$ cat src/rtl/glitch_pulse_gen_if.sv
// Bundle of control, timing-setting and status signals for glitch_pulse_gen.
// The master modport drives the settings and reads the status. The slave modport is the generator side.
interface glitch_pulse_gen_if #(
  parameter int unsigned CNT_W = 32
) ();

  // Sequence control
  logic             ARM;
  logic             MODE;
  logic             ABORT;
  logic             TRIG;

  // Timing settings, latched on ARM
  logic [CNT_W-1:0] DELAY;
  logic [CNT_W-1:0] WIDTH;
  logic [CNT_W-1:0] GAP;
  logic [CNT_W-1:0] COUNT;

  // Status and glitch output
  logic             GLITCH;
  logic             BUSY;
  logic             DONE;
  logic [CNT_W-1:0] PULSE_CNT;

  modport master (
    output ARM, MODE, ABORT, TRIG, DELAY, WIDTH, GAP, COUNT,
    input  GLITCH, BUSY, DONE, PULSE_CNT
  );

  modport slave (
    input  ARM, MODE, ABORT, TRIG, DELAY, WIDTH, GAP, COUNT,
    output GLITCH, BUSY, DONE, PULSE_CNT
  );

endinterface

$ cat src/rtl/glitch_pulse_gen.sv
// Trigger-aligned, run-time programmable glitch pulse sequencer.
// Behaviour of the optional GLITCH_TRIG_SYNC_EN macro:
//   - When it is defined, TRIG passes through a 2-flop synchroniser before edge detection.
//     This adds 2 cycles of fixed latency.
//   - When it is undefined, TRIG must already be synchronous to CLK.
module glitch_pulse_gen #(
  parameter int unsigned CNT_W      = 32,
  parameter bit          ACTIVE_LOW = 1'b0
) (
  input  logic               CLK,
  input  logic               RST,
  glitch_pulse_gen_if.slave  bus
);

  localparam logic IDLE_LVL = logic'(ACTIVE_LOW);
  localparam logic ACT_LVL  = ~logic'(ACTIVE_LOW);

  typedef enum logic [2:0] {
    S_IDLE,
    S_ARMED,
    S_DLY,
    S_PULSE,
    S_GAP,
    S_FIN
  } state_t;

  state_t           state_q, state_d;
  logic [CNT_W-1:0] cnt_q, cnt_d;
  logic [CNT_W-1:0] pulse_cnt_q, pulse_cnt_d;
  logic [CNT_W-1:0] delay_q, delay_d;
  logic [CNT_W-1:0] width_q, width_d;
  logic [CNT_W-1:0] gap_q, gap_d;
  logic [CNT_W-1:0] count_q, count_d;
  logic             mode_q, mode_d;
  logic             glitch_q, glitch_d;
  logic             busy_q, busy_d;
  logic             done_q, done_d;
  logic             trig_dly_q, trig_dly_d;

  logic             trig_s;
  logic             trig_edge;
  logic [CNT_W-1:0] width_m1;
  logic [CNT_W-1:0] gap_m1;
  logic             last_pulse;

`ifdef GLITCH_TRIG_SYNC_EN
  logic sync1_q, sync1_d;
  logic sync2_q, sync2_d;

  // Two-stage synchroniser for the asynchronous TRIG pin
  always_comb begin
    sync1_d = bus.TRIG;
    sync2_d = sync1_q;
  end

  // Synchroniser flops
  always_ff @(posedge CLK or posedge RST) begin
    if (RST) begin
      sync1_q <= 1'b0;
      sync2_q <= 1'b0;
    end else begin
      sync1_q <= sync1_d;
      sync2_q <= sync2_d;
    end
  end

  assign trig_s = sync2_q;
`else
  assign trig_s = bus.TRIG;
`endif

  // Rising-edge detect on the (optionally synchronised) trigger
  always_comb begin
    trig_dly_d = trig_s;
    trig_edge  = trig_s & ~trig_dly_q;
  end

  // Reload values: zero width/gap behaves as one cycle, and the down-counters run to zero
  always_comb begin
    width_m1   = (width_q == '0) ? '0 : width_q - CNT_W'(1);
    gap_m1     = (gap_q   == '0) ? '0 : gap_q   - CNT_W'(1);
    last_pulse = (count_q != '0) && ((pulse_cnt_q + CNT_W'(1)) == count_q);
  end

  // Next-state, counter, shadow-register and registered-output logic
  always_comb begin
    state_d     = state_q;
    cnt_d       = cnt_q;
    pulse_cnt_d = pulse_cnt_q;
    delay_d     = delay_q;
    width_d     = width_q;
    gap_d       = gap_q;
    count_d     = count_q;
    mode_d      = mode_q;

    if (bus.ABORT) begin
      state_d = S_IDLE;
    end else begin
      case (state_q)
        S_IDLE: begin
          if (bus.ARM) begin
            delay_d     = bus.DELAY;
            width_d     = bus.WIDTH;
            gap_d       = bus.GAP;
            count_d     = bus.COUNT;
            mode_d      = bus.MODE;
            pulse_cnt_d = '0;
            if (bus.MODE) begin
              state_d = S_DLY;
              cnt_d   = bus.DELAY;
            end else begin
              state_d = S_ARMED;
            end
          end
        end
        S_ARMED: begin
          if (mode_q || trig_edge) begin
            state_d = S_DLY;
            cnt_d   = delay_q;
          end
        end
        S_DLY: begin
          if (cnt_q == '0) begin
            state_d = S_PULSE;
            cnt_d   = width_m1;
          end else begin
            cnt_d = cnt_q - CNT_W'(1);
          end
        end
        S_PULSE: begin
          if (cnt_q == '0) begin
            pulse_cnt_d = pulse_cnt_q + CNT_W'(1);
            if (last_pulse) begin
              state_d = S_FIN;
            end else begin
              state_d = S_GAP;
              cnt_d   = gap_m1;
            end
          end else begin
            cnt_d = cnt_q - CNT_W'(1);
          end
        end
        S_GAP: begin
          if (cnt_q == '0) begin
            state_d = S_PULSE;
            cnt_d   = width_m1;
          end else begin
            cnt_d = cnt_q - CNT_W'(1);
          end
        end
        S_FIN: begin
          state_d = S_IDLE;
        end
        default: begin
          state_d = S_IDLE;
        end
      endcase
    end

    // Outputs are decoded from the next state so they line up with the state register
    glitch_d = (state_d == S_PULSE) ? ACT_LVL : IDLE_LVL;
    busy_d   = (state_d != S_IDLE);
    done_d   = (state_d == S_FIN);
  end

  // State, counters, shadow settings and output registers
  always_ff @(posedge CLK or posedge RST) begin
    if (RST) begin
      state_q     <= S_IDLE;
      cnt_q       <= '0;
      pulse_cnt_q <= '0;
      delay_q     <= '0;
      width_q     <= '0;
      gap_q       <= '0;
      count_q     <= '0;
      mode_q      <= 1'b0;
      glitch_q    <= IDLE_LVL;
      busy_q      <= 1'b0;
      done_q      <= 1'b0;
      trig_dly_q  <= 1'b0;
    end else begin
      state_q     <= state_d;
      cnt_q       <= cnt_d;
      pulse_cnt_q <= pulse_cnt_d;
      delay_q     <= delay_d;
      width_q     <= width_d;
      gap_q       <= gap_d;
      count_q     <= count_d;
      mode_q      <= mode_d;
      glitch_q    <= glitch_d;
      busy_q      <= busy_d;
      done_q      <= done_d;
      trig_dly_q  <= trig_dly_d;
    end
  end

  assign bus.GLITCH    = glitch_q;
  assign bus.BUSY      = busy_q;
  assign bus.DONE      = done_q;
  assign bus.PULSE_CNT = pulse_cnt_q;

endmodule

$ cat src/flat_wrapper.sv
// flat-port wrapper written by rule: the top's interface ports become plain ports
module glitch_pulse_gen_flat 
#(
  parameter int unsigned CNT_W      = 32,
  parameter bit          ACTIVE_LOW = 1'b0
)
  (CLK, RST, bus_ARM, bus_MODE, bus_ABORT, bus_TRIG, bus_DELAY, bus_WIDTH, bus_GAP, bus_COUNT, bus_GLITCH, bus_BUSY, bus_DONE, bus_PULSE_CNT);
  glitch_pulse_gen_if #(.CNT_W(CNT_W)) bus_i ();
  input  logic CLK;
  input  logic RST;
  input wire logic [$bits(bus_i.ARM)-1:0] bus_ARM;
  input wire logic [$bits(bus_i.MODE)-1:0] bus_MODE;
  input wire logic [$bits(bus_i.ABORT)-1:0] bus_ABORT;
  input wire logic [$bits(bus_i.TRIG)-1:0] bus_TRIG;
  input wire logic [$bits(bus_i.DELAY)-1:0] bus_DELAY;
  input wire logic [$bits(bus_i.WIDTH)-1:0] bus_WIDTH;
  input wire logic [$bits(bus_i.GAP)-1:0] bus_GAP;
  input wire logic [$bits(bus_i.COUNT)-1:0] bus_COUNT;
  output wire logic [$bits(bus_i.GLITCH)-1:0] bus_GLITCH;
  output wire logic [$bits(bus_i.BUSY)-1:0] bus_BUSY;
  output wire logic [$bits(bus_i.DONE)-1:0] bus_DONE;
  output wire logic [$bits(bus_i.PULSE_CNT)-1:0] bus_PULSE_CNT;
  assign bus_i.ARM = bus_ARM;
  assign bus_i.MODE = bus_MODE;
  assign bus_i.ABORT = bus_ABORT;
  assign bus_i.TRIG = bus_TRIG;
  assign bus_i.DELAY = bus_DELAY;
  assign bus_i.WIDTH = bus_WIDTH;
  assign bus_i.GAP = bus_GAP;
  assign bus_i.COUNT = bus_COUNT;
  assign bus_GLITCH = bus_i.GLITCH;
  assign bus_BUSY = bus_i.BUSY;
  assign bus_DONE = bus_i.DONE;
  assign bus_PULSE_CNT = bus_i.PULSE_CNT;
  glitch_pulse_gen #(.CNT_W(CNT_W), .ACTIVE_LOW(ACTIVE_LOW)) u_core (.CLK(CLK), .RST(RST), .bus(bus_i));
endmodule
$ cat config.mk
export PLATFORM = sky130hd
export DESIGN_NAME = glitch_pulse_gen_flat
export DESIGN_NICKNAME = d
export VERILOG_FILES = /design/src/rtl/glitch_pulse_gen_if.sv /design/src/rtl/glitch_pulse_gen.sv /design/src/flat_wrapper.sv
export SDC_FILE = /design/constraint.sdc
export NUM_CORES = 1
export LEC_CHECK = 0
export BUFFER_PORTS_ARGS = -buffer_cell sky130_fd_sc_hd__buf_2
export CAP_MARGIN = 10
export CORE_MARGIN = 3
export CORE_UTILIZATION = 50
export DETAILED_ROUTE_END_ITERATION = 8
export GPL_TIMING_DRIVEN = 0
export PLACE_DENSITY_LB_ADDON = 0.2
export SLEW_MARGIN = 10
export SYNTH_ARGS = -nofsm -noshare
export SYNTH_HDL_FRONTEND = slang
export SYNTH_SLANG_ARGS = --single-unit
$ cat constraint.sdc
create_clock -name CLK -period 8.26 [get_ports CLK]
set_input_delay 0.413 -clock CLK [delete_from_list [all_inputs] [get_ports CLK]]
set_output_delay 0.413 -clock CLK [all_outputs]
set_load 0.005 [all_outputs]
After elaboration in Yosys (flattened, before gate mapping)
Cells that the tools add are included.

Register bits after elaboration: 200. Input port bits: 134. Output and inout port bits: 35. Logic and storage cells: 66.

Add/sub/neg operators: 4. Eq/ne operators: 12. Multiplexer cells: 21. Bitwise gates (word level): 3. Reduce and logical (&&, ||, !) cells: 14.

Operator list (count): two-way mux 32 bit (10); case mux 32 bit (4 select lines) (1); logical NOT 32 bit (3); subtractor 32 x 1 -> 32 bit, second input constant (3); case mux 32 bit (2 select lines) (1); adder 32 x 1 -> 32 bit, second input constant (1); == test 32 bit (1); nonzero test 32 bit (1); two-way mux 3 bit (5); case mux 3 bit (4 select lines) (1); == test 3 x 2 -> 1 bit, second input constant (3); == test 3 bit, second input constant (2); AND reduction 6 bit (1); inequality test 2 x 1 -> 1 bit, second input constant (2); inequality test 2 bit, second input constant (2); AND reduction 4 bit (1); nonzero test 4 bit (1); == test 3 x 1 -> 1 bit, second input constant (1); logical NOT 3 bit (1); inequality test 3 bit, second input constant (1); AND reduction 3 bit (1); nonzero test 3 bit (1); two-way mux 1 bit (2); two-way mux 2 bit (1); other kinds (6) (7).

Logic depth before layout (Yosys ltp)
Gate-level depths: netlist of the first run.

Word-level depth: 9. Gate-level depth with buffers: 15. Gate-level depth less buffers: 11.

Least setup slack after synthesis of the first run
No wires, ideal clock.

Kind: reg-to-reg. From: register u_core.pulse_cnt_q[0], in the netlist u_core.bus.PULSE_CNT[0]. To: register u_core.cnt_q[16]. Library setup time: 0.127 ns. Arrival time: 3.323 ns. Required time: 8.133 ns. Setup slack: 4.810 ns. Cell stages (with the launch flop): 14. Buffers on the path: 4. Clock period less this slack: 3.450 ns. Cells stage by stage: dfrtp_1 clkbuf_2 nand2_1 or3_1 xnor2_1 or4_1 or4_1 nor4_1 and4_1 buf_6 or2_1 buf_6 buf_6 mux2_1.

Word-level cells in the longest chain between the ends: 5.

Ends and longest elaborated chain: from (decl) (line glitch_pulse_gen.sv:29) `logic [CNT_W-1:0] pulse_cnt_q, pulse_cnt_d;`; from (signal assigned) (line glitch_pulse_gen.sv:184) `pulse_cnt_q <= pulse_cnt_d;`; adder 32 x 1 -> 32 bit (line glitch_pulse_gen.sv:82) `last_pulse = (count_q != '0) && ((pulse_cnt_q + CNT_W'(1)) == count_q);`; == test 32 bit (line glitch_pulse_gen.sv:82); logical AND 1 bit (line glitch_pulse_gen.sv:82); inequality test 3 bit (no line); AND reduction 6 bit (no line); to (signal assigned) (line glitch_pulse_gen.sv:183) `cnt_q <= cnt_d;`; to (decl) (line glitch_pulse_gen.sv:28) `logic [CNT_W-1:0] cnt_q, cnt_d;`.

Every way passes these cells. A chain may end at the register's enable or synchronous reset.

Worst setup path after layout of the first run
From: register u_core.cnt_q[8]. To: register u_core.cnt_q[2].

Word-level cells in the longest chain between the ends: 3. Elaborated cells on any way between the ends: 6. Those cells by class: eq/ne (1); mux (3); reduce/logical (2).

Ends and longest elaborated chain (line): logical NOT 32 bit (*) (glitch_pulse_gen.sv:123, glitch_pulse_gen.sv:131, glitch_pulse_gen.sv:144); inequality test 3 bit (no line), or another cell as far along; AND reduction 6 bit (no line) or case mux 32 bit (4 select lines) (tied branches).

Every way passes the cells marked *; elsewhere a longest branch is shown, timed or not.

==> metrics, run 1 <==
status=finished clean; Cell Area, Synth=11900 µm²; TritonCTS Buffers=17; Mean Syn Cell Area=9.80 µm²; TritonCTS clock tree=built; DRC=0; DIE WIDTH=160 µm; RSZ-0062 raised after global routing=false; Lkg Pwr=5.60 nW; final setup fails=0; final wirelength=36.6 mm; gr ovfl total=0; class of the worst hold path=in -> async; Post-synth top flop=dfrtp_1; Longest Clk Path Bufs=2; yosys warns=0; initial antenna violation count=1; hold_buf cts=0; Post-DRT Antenna Nets=0; die area=25700 µm²; post-route cell area=13700 µm²; clk slew on worst S/H paths=0.07 ns; Worst Path Required=8.57 ns; initial core utilization=51.8%; row cnt=55; CP Launch Point=u_core.cnt_q[8]; ratio of total power to cell area=238 nW/µm²; final setup margin=3.85 ns; Cell variety after synth=71; Reg-to-Reg Start=u_core.cnt_q[8]; Max-cap violations=0; post-DP HPWL=26.9 mm; EDFF count, synth=0; max-slew violation count=0; routed vias/inst=6.16; post-synth top area cell=dfrtp_1; Max Freq=0.227 GHz; DR pass1 iterations=6; GRT Resource Usage Total=28.4%; Critical Path AT=4.72 ns; Synth area leaders=dfrtp_1 42%, mux2_2 12%, xnor2_1 5.7%; CP Capture Type=register; Critical Path Start Type=register; I/O pin count=169; FF-to-FF setup slack=3.85 ns; post-CTS setup buffers=0; Filler cells=2077; synthesized net count=1356; Root Buffer=clkbuf_16; Core Area=23000 µm²; vias in the first global route=10300; Min Clock Period, post-route=4.41 ns; CTS resizes=0; nets=1545; asr flop ratio synth=100%; FF-to-FF path depth=11; Worst-Margin Slew=1.17 ns; DRT iter0 DRCs=1058; crit share post-route=53.3%; later-pin clock latency in the skew report=0.45 ns; placer congestion estimate=0.917; wire per inst=21.2 µm; Max H-tree Level=4; area share of the largest cell type after synthesis=42.0%; first-pass GRT wire length=57.5 mm; critical-path maximum fanout=10; Synth Register Bits=200; end of the worst register-to-register path=u_core.cnt_q[2]; CTS sink count=200; final clock skew=0.0113 ns; Slew headroom=21.4%; critical path type=reg -> reg; Post-Syn Instances=1215; Seq/Total Area, Yosys=42.0%; Die Span Y=160 µm; placed instance area=13200 µm²; Antenna Cells=0; final hold viol count=0; I/O Buffers=168; layout cell share with drive strength beyond 1=26.3%; pin count of the biggest net entering global routing=114; dpl ws=3.99 ns; peak supply drop=0.000139 V; area growth from synthesis to layout=15.5%; DR vias=10600
-- power breakdown --
part	switching [mW]	total, mW	leakage [nW]	internal (mW)
Clock	0.410	0.835	0.274	0.425
Sequential	0.292	1.53	2.45	1.23
Combinational	0.460	0.915	2.88	0.455
Total	1.16	3.28	5.60	2.11
-- cell usage after synthesis, drive strengths merged (3+ instances only) --
cell type	count
nand3b	10
dfrtp	200
o211ai	5
xor2	38
or2	10
clkbuf	57
a31oi	10
nor3	51
o41ai	9
mux2	139
o221ai	4
a22oi	12
nand2	64
nor2	88
and3	10
and2	9
o21ai	96
and4	3
ha	7
nor3b	7
nand4b	5
xnor2	77
mux2i	7
nor2b	5
a221o	6
nand3	30
o22ai	18
or3	12
nand4	18
a211oi	6
nand2b	7
a21oi	48
o31ai	19
nor4	34
or4	18
a21boi	7
a222oi	8
buf	19
inv	14
-- layout make-up --
type	instances	area, µm²	area share (%)
Multi-Input combinational cell	925	6510	47.4
Buffer	76	343	2.49
Sequential cell	200	5000	36.4
Inverter	14	60.1	0.437
Clock inverter	13	136	0.992
Tap cell	313	392	2.85
Clock buffer	18	429	3.12
Timing Repair Buffer	170	873	6.35
-- worst max-delay path by stage --
stage	end	cells past startpoint
2_1_floorplan	u_core.bus.BUSY	1
3_3_place_gp	u_core.delay_q[20]	2
4_1_cts	u_core.cnt_q[2]	11
5_1_grt	u_core.cnt_q[17]	11
3_5_place_dp	u_core.cnt_q[2]	11
6_report	u_core.cnt_q[2]	11
-- routing by layer --
layer	part of all wire, %	wire (µm)	global-route usage [%]	up-vias
li1	-	-	-	4861
met5	0.036	13	0	-
met2	43	15800	41.1	524
met4	2.2	818	8.09	2
met3	11	3970	8.41	66
met1	44	16000	41.5	5189
-- state kept, by name, summed over array words and instances (netlist names) --
signal,count
u_core.gap_q,32
u_core.state_q,3
u_core.count_q,32
u_core.bus.PULSE_CNT,32
u_core.bus.GLITCH,1
u_core.trig_dly_q,1
u_core.width_q,32
u_core.bus.DONE,1
u_core.cnt_q,32
u_core.bus.BUSY,1
u_core.delay_q,32
u_core.mode_q,1
-- stage by stage --
stage | total power, mW | setup TNS [ns] | util, % | std cells | hold WS, ns
global route | 3.45 | 0 | 59.8 | 1729 | 0.107
global placement | 2.40 | -9.98 | 57.2 | 1696 | 0.478
CTS | 3.27 | 0 | 59.8 | 1729 | 0.0832
detailed placement | 2.43 | 0 | 57.4 | 1698 | 0.488
finish | 3.28 | 0 | 59.8 | 1729 | 0.0494
floorplan | 2.13 | 0 | - | 1215 | 0.444
-- worst max-delay path, stage by stage (launching register included) --
cell      delay (ns)
dfrtp_1         0.44
or4_1           0.64
nor3_1          0.23
nand2_1         0.12
nor4_1          0.80
or2_2           0.23
clkbuf_1        0.41
clkbuf_1        0.52
buf_1           0.49
nor2_1          0.08
o31ai_1         0.20
o21ai_0         0.13
-- placed cells by master, fill, tap and decap left out, drive strengths merged, types with 12 or more instances in the layout --
cell	count
a21oi	48
a22oi	12
buf	189
clkbuf	75
dfrtp	200
inv	21
mux2	139
nand2	64
nand3	30
nand4	18
nor2	88
nor3	51
nor4	34
o21ai	96
o22ai	18
o31ai	19
or3	12
or4	18
xnor2	77
xor2	38
-- kinds of logic (layout without fill, tap and decap cells) --
group	count (synthesis)	in the layout	share of synthesized area [%]
AND/OR/NAND/NOR	386	386	17.2
multiplexers	146	146	13.7
XOR/XNOR	115	115	8.46
buffers and inverters	90	291	3.32
flip-flops	200	200	42.0
AO/OA/AOI/OAI	271	271	14.5
adder cells (fa/ha/maj)	7	7	0.736
No activity file was read; power rests on OpenSTA's default activity.
==> run 2: changes to the inputs <==
- clock period: 8.26 -> 3.6 ns (I/O delays scaled with it)
==> run 2 against run 1 <==
Effect of this change:
- sequential share of layout area fell by 4.7 points
- total power increased by 140%
- cell area is 15% higher
==> metrics, run 2 (same netlist as run 1, synthesis figures left out) <==
Longest Clk Path Bufs=2; commonest non-fill, non-tap cell in the layout=dfrtp_1; Buf/Inv on CP=3; Worst-Margin Slew=1.04 ns; Slowest-stage cell, CP=dfrtp_1; Critical Path Stages=12; max-slew violation count=0; Min Clock Period, post-route=3.55 ns; DR vias=11500; final clock skew=0.0158 ns; most frequent cells in the layout=191 x dfrtp_1, 177 x buf_2, 130 x mux2_2; Lkg Pwr=6.57 nW; pin count of the biggest net entering global routing=40; Critical Path AT=3.89 ns; area of the multi-input gates=6810 µm²; critical path type=reg -> reg; Worst Path Required=3.94 ns; peak supply drop=0.000290 V; worst path cell trace=nand4_4 > buf_6 > or4_4 > nor4_4 > xnor2_1 > a311o_1 > a211oi_2 > and4_1 > or2_1 > buf_6 > buf_6 > mux2_2; wire per inst=20.9 µm; critical path's most frequent cell=buf_6; final wirelength=39.5 mm; Slew headroom=29.8%; Final TNS setup=0 ns; DRT iter0 DRCs=1203; post-DP HPWL=27.5 mm; fin util=68.8%; Die Span Y=160 µm; die area=25700 µm²; initial core utilization=51.8%; row cnt=55; nets=1706; Max H-tree Level=4; Filler cells=1785; Max-cap violations=0; Root Buffer=clkbuf_16; FF-to-FF path depth=12; CTS sink count=200; placer congestion estimate=0.910; Core Area=23000 µm²; post-route cell area=15800 µm²; later-pin clock latency in the skew report=0.46 ns; final hold viol count=0; Max Freq=0.282 GHz; Cells after DPL=1704; fin cells=1893; vias in the first global route=11000; Top delay family on crit path=simple AND/OR/NAND/NOR gates; TritonCTS clock tree=built; I/O pin count=169; placed instance area=13300 µm²; register area=5020 µm²; class of the worst hold path=in -> reg; first-pass GRT wire length=61.6 mm; clk slew on worst S/H paths=0.08 ns; DIE WIDTH=160 µm; GRT Resource Usage Total=30.3%; Hold Path Stages=2; routed vias/inst=6.07; initial antenna violation count=2; crit share post-route=98.6%; area growth from synthesis to layout=32.9%; final setup fails=0; critical-path maximum fanout=7; I/O Buffers=168; CP Capture Type=register; TritonCTS Buffers=17; DRC=0; layout cell share with drive strength beyond 1=29.7%; Critical Path Start Type=register; ratio of total power to cell area=497 nW/µm²; Post-DRT Antenna Nets=0; DR pass1 iterations=6; gr ovfl total=0; CP peak stage delay=0.54 ns; status=finished clean
## run 2: layout make-up
cell class                 count  share of cell area (%)
inverter                      14                   0.380
clock inverter                15                    1.12
tap                          313                    2.48
timing repair buffer         335                    16.1
multi-input combinational    925                    43.0
sequential                   200                    31.7
clock buffer                  17                    2.69
buffer                        72                    2.47
antenna                        2                  0.0316
## run 2: report_power, final
| group | total, mW | internal [mW] | switching (mW) | leakage, nW |
|---|---|---|---|---|
| clock network | 2.01 | 0.998 | 1.01 | 0.293 |
| registers | 3.52 | 2.83 | 0.693 | 2.44 |
| logic | 2.33 | 1.21 | 1.12 | 3.84 |
| total | 7.86 | 5.04 | 2.82 | 6.57 |
## run 2: metrics by stage
step	hold WS, ns	total power [mW]	worst slack [ns]
global placement	0.342	5.49	-0.807
CTS	0.000168	7.78	0.00834
detailed placement	0.139	5.60	-0.599
floorplan	0.211	4.88	0.150
finish	0.00407	7.86	0.0490
global route	0.00707	8.23	-0.0500
## run 2: final timing paths
| path | startpoint | endpoint | slack, ns |
|---|---|---|---|
| worst min-delay path | bus_WIDTH[2] | u_core.width_q[2] | 0.004 |
| worst min register to register | u_core.mode_q | u_core.mode_q | 0.51 |
| worst max-delay path | u_core.bus.PULSE_CNT[9] | u_core.cnt_q[3] | 0.05 |
| worst max register to register | u_core.bus.PULSE_CNT[9] | u_core.cnt_q[3] | 0.05 |
| max in group asynchronous | RST | u_core.cnt_q[14] | 2.34 |
| min in group asynchronous | RST | u_core.count_q[1] | 0.21 |
## run 2: repair_timing
item                       CTS  global route
pin swaps                   12            14
hold endpoints to repair   234             0
buffers inserted            21            13
cloned                       1             0
hold buffers               124             0
setup endpoints to repair   66            64
gates resized for setup     62            35
## run 2: per-layer routing
metal  GRT usage, %  part of all wire, %  wire length, µm
met1           44.0                   43            17000
met3           6.60                  9.8             3860
met4           9.63                  3.1             1230
met2           45.5                   44            17500
met5              0                    0                0
